`config.mk`:
```
export PLATFORM = sky130hd
export DESIGN_NAME = pipeline_skid_stage
export DESIGN_NICKNAME = d
export VERILOG_FILES = /design/src/rtl/pipeline_skid_stage.sv
export SDC_FILE = /design/constraint.sdc
export NUM_CORES = 1
export LEC_CHECK = 0
export BUFFER_PORTS_ARGS = -buffer_cell sky130_fd_sc_hd__buf_2
export CAP_MARGIN = 15
export CELL_PAD_IN_SITES_DETAIL_PLACEMENT = 1
export CELL_PAD_IN_SITES_GLOBAL_PLACEMENT = 1
export CORE_ASPECT_RATIO = 0.75
export CORE_UTILIZATION = 43
export CTS_CLUSTER_DIAMETER = 60
export CTS_CLUSTER_SIZE = 25
export DETAILED_ROUTE_END_ITERATION = 6
export PLACE_DENSITY_LB_ADDON = 0.1
export SYNTH_ARGS = -nofsm -noshare
export SYNTH_HDL_FRONTEND = slang
export SYNTH_SLANG_ARGS = --single-unit
```
`constraint.sdc`:
```
create_clock -name clk -period 3.86 [get_ports clk]
set_input_delay 0 -clock clk [delete_from_list [all_inputs] [get_ports clk]]
set_output_delay 0 -clock clk [all_outputs]
set_load 0.1 [all_outputs]
```
`src/rtl/pipeline_skid_stage.sv`:
```
// Elastic pipeline register with a 2-entry skid buffer, hazard stall and flush.
// The main register always drives the outputs; the skid register catches the
// one entry that can arrive while the downstream is not accepting, so in_ready
// can be computed from state alone and full throughput is kept.
module pipeline_skid_stage #(
    parameter int unsigned       DATA_W      = 64,
    parameter int unsigned       CTRL_W      = 8,
    parameter logic [CTRL_W-1:0] CTRL_BUBBLE = '0
) (
    input  logic              clk,
    input  logic              reset,
    input  logic              in_valid,
    output logic              in_ready,
    input  logic [DATA_W-1:0] in_data,
    input  logic [CTRL_W-1:0] in_ctrl,
    output logic              out_valid,
    input  logic              out_ready,
    output logic [DATA_W-1:0] out_data,
    output logic [CTRL_W-1:0] out_ctrl,
    input  logic              stall,
    input  logic              flush,
    output logic [1:0]        occupancy
);

    // Encoding equals the number of held entries, so occupancy is the state itself.
    typedef enum logic [1:0] {
        EMPTY = 2'd0,
        FULL  = 2'd1,
        SKID  = 2'd2
    } state_e;

    state_e            state_q, state_d;
    logic [DATA_W-1:0] main_data_q, main_data_d;
    logic [CTRL_W-1:0] main_ctrl_q, main_ctrl_d;
    logic [DATA_W-1:0] skid_data_q, skid_data_d;
    logic [CTRL_W-1:0] skid_ctrl_q, skid_ctrl_d;
    logic              in_fire;
    logic              out_fire;

    // Handshake and presentation: in_ready never looks at out_ready.
    assign in_ready  = (state_q != SKID) && !stall && !flush;
    assign out_valid = (state_q != EMPTY);
    assign in_fire   = in_valid && in_ready;
    assign out_fire  = out_valid && out_ready && !stall && !flush;
    assign out_data  = main_data_q;
    assign out_ctrl  = out_valid ? main_ctrl_q : CTRL_BUBBLE;
    assign occupancy = 2'(state_q);

    // Next-state and storage update; flush wins over every handshake.
    always_comb begin
        state_d     = state_q;
        main_data_d = main_data_q;
        main_ctrl_d = main_ctrl_q;
        skid_data_d = skid_data_q;
        skid_ctrl_d = skid_ctrl_q;
        if (flush) begin
            state_d = EMPTY;
        end else begin
            case (state_q)
                EMPTY: begin
                    if (in_fire) begin
                        state_d     = FULL;
                        main_data_d = in_data;
                        main_ctrl_d = in_ctrl;
                    end
                end
                FULL: begin
                    if (in_fire && out_fire) begin
                        main_data_d = in_data;
                        main_ctrl_d = in_ctrl;
                    end else if (in_fire) begin
                        state_d     = SKID;
                        skid_data_d = in_data;
                        skid_ctrl_d = in_ctrl;
                    end else if (out_fire) begin
                        state_d = EMPTY;
                    end
                end
                SKID: begin
                    if (out_fire) begin
                        state_d     = FULL;
                        main_data_d = skid_data_q;
                        main_ctrl_d = skid_ctrl_q;
                    end
                end
                default: begin
                    state_d = EMPTY;
                end
            endcase
        end
    end

    // State and storage registers with synchronous reset.
    always_ff @(posedge clk) begin
        if (reset) begin
            state_q     <= EMPTY;
            main_data_q <= '0;
            main_ctrl_q <= CTRL_BUBBLE;
            skid_data_q <= '0;
            skid_ctrl_q <= CTRL_BUBBLE;
        end else begin
            state_q     <= state_d;
            main_data_q <= main_data_d;
            main_ctrl_q <= main_ctrl_d;
            skid_data_q <= skid_data_d;
            skid_ctrl_q <= skid_ctrl_d;
        end
    end

endmodule

```
Word-level counts from Yosys, hierarchy flattened:

Index checks and enable logic that the tools add are counted.

* $add $sub $neg: 0
* multipliers: 0
* divide/modulo/power cells: 0
* magnitude comparators: 0
* equality and inequality tests: 8
* shifts and indexed selects: 0
* multiplexer cells: 15
* bitwise logic cells: 2
* reductions and logical operators: 16

Operators by type and width (number)
* two-way mux 64 bit: 3
* case mux 64 bit (3 select lines): 1
* two-way mux 8 bit: 4
* case mux 8 bit (3 select lines): 1
* two-way mux 2 bit: 5
* inequality test 2 bit (second input constant): 5
* AND reduction 4 bit: 2
* logical AND 1 bit: 7
* case mux 2 bit (3 select lines): 1
* AND reduction 5 bit: 1
* inequality test 3 bit (second input constant): 1
* nonzero test 3 bit: 1
* equality test 2 x 1 -> 1 bit (second input constant): 1
* equality test 2 bit (second input constant): 1
* logical NOT 1 bit: 2
* logical NOT 2 bit: 1
* NOT 1 bit: 2
* nonzero test 2 bit: 1
* OR reduction 2 bit: 1

* flip-flop bits (word level): 146
* bits in latches: 0
* memory bits (writable): 0
* ROM bits: 0
* input bits: 78
* output and inout port bits: 76
* memories: 0

Depth between registers and ports, before layout:

* depth in word-level cells: 8
* mapped depth: 6

Worst setup path before layout:

OpenSTA, ideal clock, no wires.

* kind: reg2out
* start point: register state_q[1], in the netlist occupancy[1]
* end point: output port out_ctrl[0]
* arrival time: 2.743 ns
* data required time: 3.860 ns
* setup slack: 1.117 ns
* stages on the path, launching flop included: 3
* cells stage by stage: dfxtp_1 nor2_1 nor2b_1

* longest elaborated chain between the ends: 2

Ends and longest elaborated chain
* start, declared: line 32 `state_e state_q, state_d;`
* start signal, assigned: line 102 `state_q <= state_d;`
* nonzero test 2 bit: line 42 `assign out_valid = (state_q != EMPTY);`
* two-way mux 8 bit: line 46 `assign out_ctrl = out_valid ? main_ctrl_q : CTRL_BUBBLE;`
* end, declared: line 19 `output logic [CTRL_W-1:0] out_ctrl,`

No other way between the ends.

Worst setup path in the final report:

* start point: input port stall
* end point: register state_q[1], in the netlist occupancy[1]

* longest elaborated chain between the ends: 7
* elaborated cells on any way between the ends: 15

Ends and longest elaborated chain
* start, declared: line 20 `input logic stall,`
* logical NOT 1 bit (*): line 41, 44
* logical AND 1 bit (2 in a row): line 41 `assign in_ready = (state_q != SKID) && !stall && !flush;`
* logical AND 1 bit: line 43 `assign in_fire = in_valid && in_ready;`
* two-way mux 2 bit / logical AND 1 bit (equally long branches): line 71, 68
* two-way mux 2 bit / inequality test 2 bit (equally long branches)
* case mux 2 bit (3 select lines) / AND reduction 4 bit (equally long branches)

Mark *: on every way between the ends. The rest lies on a longest branch, timed or not. The select of a mux whose other input is x is not followed.
A chain may end at the register's enable or synchronous reset.

==> results.yml <==
pwr:
  p_leak_nw: 3.711
  p_total_mw: 3.856
  p_per_area_nw_per_um2: 454.4
  ir_drop_mv: 0.3082
placement:
  place_hpwl_um: 11230
  dp.cells: 973
  place_congestion: 0.7669
  port_buffers: 153
sta:
  setup_viol: 0
  finalMaxSlewViolations: 0
  relSlewSlack_pct: 42.71
  rsz0062_at_grt: "no"
  whs_ns: 0.1036
  hold_viol_final: 0
  worstMarginPinSlew_ns: 0.8593
  finalCritPeriodShare_pct: 65.90
  timing.final.crit_period_ns: 2.544
  finalClockSkew_ns: 0.003263
  clock.fmax_mhz: 393.1
  finalSetupTns_ns: 0
cts:
  cts_buffer_depth: 2
  cts_resized: 0
  cts_made_buffers: 17
  cts.clk_slew.worst_paths_ns: 0.06
  cts_sinks: 146
  htree_levels: 4
  cts_tree: "yes"
  postCtsSetupBuffers: 0
  root_buffer: "clkbuf_16"
  cts_hold_buf: 75
  clk_latency_ns: 0.42
synthesis:
  seq_area_frac_synth_pct: 46.13
  netlist_instances: 672
  ys_seq_elements: 146
  syn-num-nets: 750
  netlist_area_um2: 6336
  avgSynthCellArea_um2: 9.429
  synth.distinct_cells: 25
  ys_warn_count: 0
layout:
  utilization_pct: 58.90
  stdcell_count: 1079
  layout-drive-gt1-share_pct: 30.94
  nets: 945
  antennaDiodeCount: 0
  area_growth_pct: 33.93
  fillers: 1651
drt:
  drc: 0
  firstDrtPassIters: 4
  drtAntennaViolNets: 0
  via_count: 5732
  post_drt_wl_per_cell_um: 18.17
  routed_via_density: 5.312
  drt-initial-drc-count: 315
  wirelength_um: 19610
floorplan:
  initial_core_util_pct: 43.98
  die_w_um: 142.2
  die_y_um: 107.1
  dieArea_um2: 15230
  coreArea_um2: 14410
  boundaryPins: 154
  rows: 38
global_route:
  first_global_vias: 6127
  grt_max_degree: 73
  grt_overflow: 0
  track_usage_pct: 26.34
  antenna_found_initial: 0
  grt_pass1_wl_um: 30900
worst_hold_path:
  hold_path_depth: 2
  hp-class: "in2reg"
  hold_end: "skid_data_q[28]$_SDFFE_PP0P_"
  hold_start: "reset"
worst_setup_path:
  worstSetupEndpointType: "flop"
  r2r_start: "occupancy[0]$_SDFFE_PP0P_"
  arrival_ns: 2.90
  cp-start-kind: "primary input"
  path_class: "in2reg"
  critPathMaxFanout: 36
  r2r.worst_path.cells: 5
  required_ns: 4.22
  rrSetupSlack_ns: 1.43
  timing.rr.end: "occupancy[1]$_SDFFE_PP0P_"
flow_run:
  cap_violations: 0
run_status:
  status: "complete, no violations"
-- critical path, cell delays in order --
cell           delay (ns)
dlygate4sd3_1        0.54
buf_2                0.15
nor2_4               0.11
buf_4                0.37
and4b_2              0.86
nor2_1               0.12
nor3_1               0.16
dlygate4sd3_1        0.57
-- cells by family (layout without fill, tap and decap cells) --
family | after synthesis | count (layout) | share of synthesized area, %
compound gates | 220 | 220 | 25.99
simple gates | 168 | 168 | 10.94
flops | 146 | 146 | 46.13
mux | 72 | 72 | 11.37
buf+inv | 65 | 272 | 5.430
xor+xnor | 1 | 1 | 0.1383
-- state kept, by name, indices dropped and copies added (netlist names) --
register / flops
skid_data_q: 64
skid_ctrl_q: 8
occupancy: 2
out_data: 64
main_ctrl_q: 8
-- area by class of cell --
class | instances | area (µm²) | area share, %
sequential | 146 | 2923 | 34.44
multi-input combinational | 461 | 3083 | 36.33
tap | 200 | 250.2 | 2.949
inverter | 2 | 7.507 | 0.08847
clock buffer | 19 | 452.9 | 5.338
clock inverter | 12 | 138.9 | 1.637
timing repair buffer | 239 | 1630 | 19.21
-- worst max path at each step --
stage	startpoint	endpoint	slack, ns	cells after the start
6_report	stall	occupancy[1]$_SDFFE_PP0P_	1.32	8
5_1_grt	stall	occupancy[1]$_SDFFE_PP0P_	1.19	8
4_1_cts	stall	occupancy[1]$_SDFFE_PP0P_	1.35	8
3_5_place_dp	occupancy[0]$_SDFFE_PP0P_	skid_data_q[1]$_SDFFE_PP0P_	1.72	5
3_3_place_gp	occupancy[1]$_SDFFE_PP0P_	out_data[26]$_SDFFE_PP0P_	1.80	5
2_1_floorplan	occupancy[1]$_SDFFE_PP0P_	out_ctrl[0]	1.12	2
-- metal layers --
metal / track usage, % / part of all wire, % / wire length (µm) / vias to the layer above
li1: - / - / - / 2743
met1: 30.92 / 45 / 8738 / 2832
met2: 46.99 / 50 / 9776 / 125
met3: 5.940 / 3.6 / 713 / 32
met4: 9.293 / 1.9 / 377 / 0
met5: 0 / 0 / 0 / -
-- report_power, final --
group          switching [mW]  leakage, nW  internal (mW)  total (mW)
registers              0.0236         1.18           1.55        1.57
logic                   0.453         2.22          0.170       0.623
clock network           0.623        0.302           1.04        1.66
total                    1.10         3.71           2.76        3.86
-- per-stage QoR --
stage / area, µm² / worst slack, ns
2_1_floorplan: 6336 / 1.117
3_3_place_gp: 7143 / 1.801
3_5_place_dp: 7143 / 1.715
4_1_cts: 8486 / 1.348
5_1_grt: 8486 / 1.190
6_report: 8486 / 1.316
-- synthesized netlist by cell type (all sizes together) --
library cell,count,area (µm²)
nand4b,1,8.760
nand2,146,548.0
and4b,1,10.01
dfxtp,146,2923
a211oi,72,890.9
nor3,2,10.01
a21oi,146,730.7
nand2b,2,17.52
inv,2,7.510
nor2,3,13.77
mux2i,72,720.7
a2111oi,1,8.760
nor2b,10,65.06
buf,34,227.7
xor2,1,8.760
and2,2,12.51
o21ai,1,16.27
nand3b,1,7.510
clkbuf,29,108.9
-- cells in the final DEF, fill, tap and decap left out, types with 2 or more instances in the layout --
cell type      netlist  final
inv_1                2      2
buf_2               23    152
clkbuf_8             0      2
nor2_1               2      2
a211oi_2            70     70
bufinv_16            0      3
clkinv_2             0      8
dlygate4sd3_1        0     75
mux2i_1             72     72
nor3_1               2      2
buf_12               0      2
buf_4                1      9
a211oi_1             2      2
nand2_1            146    146
dfxtp_1            146    146
clkbuf_16            0     17
a21oi_1            146    146
nor2b_1              9      9
(Power assumes the default switching activity.)
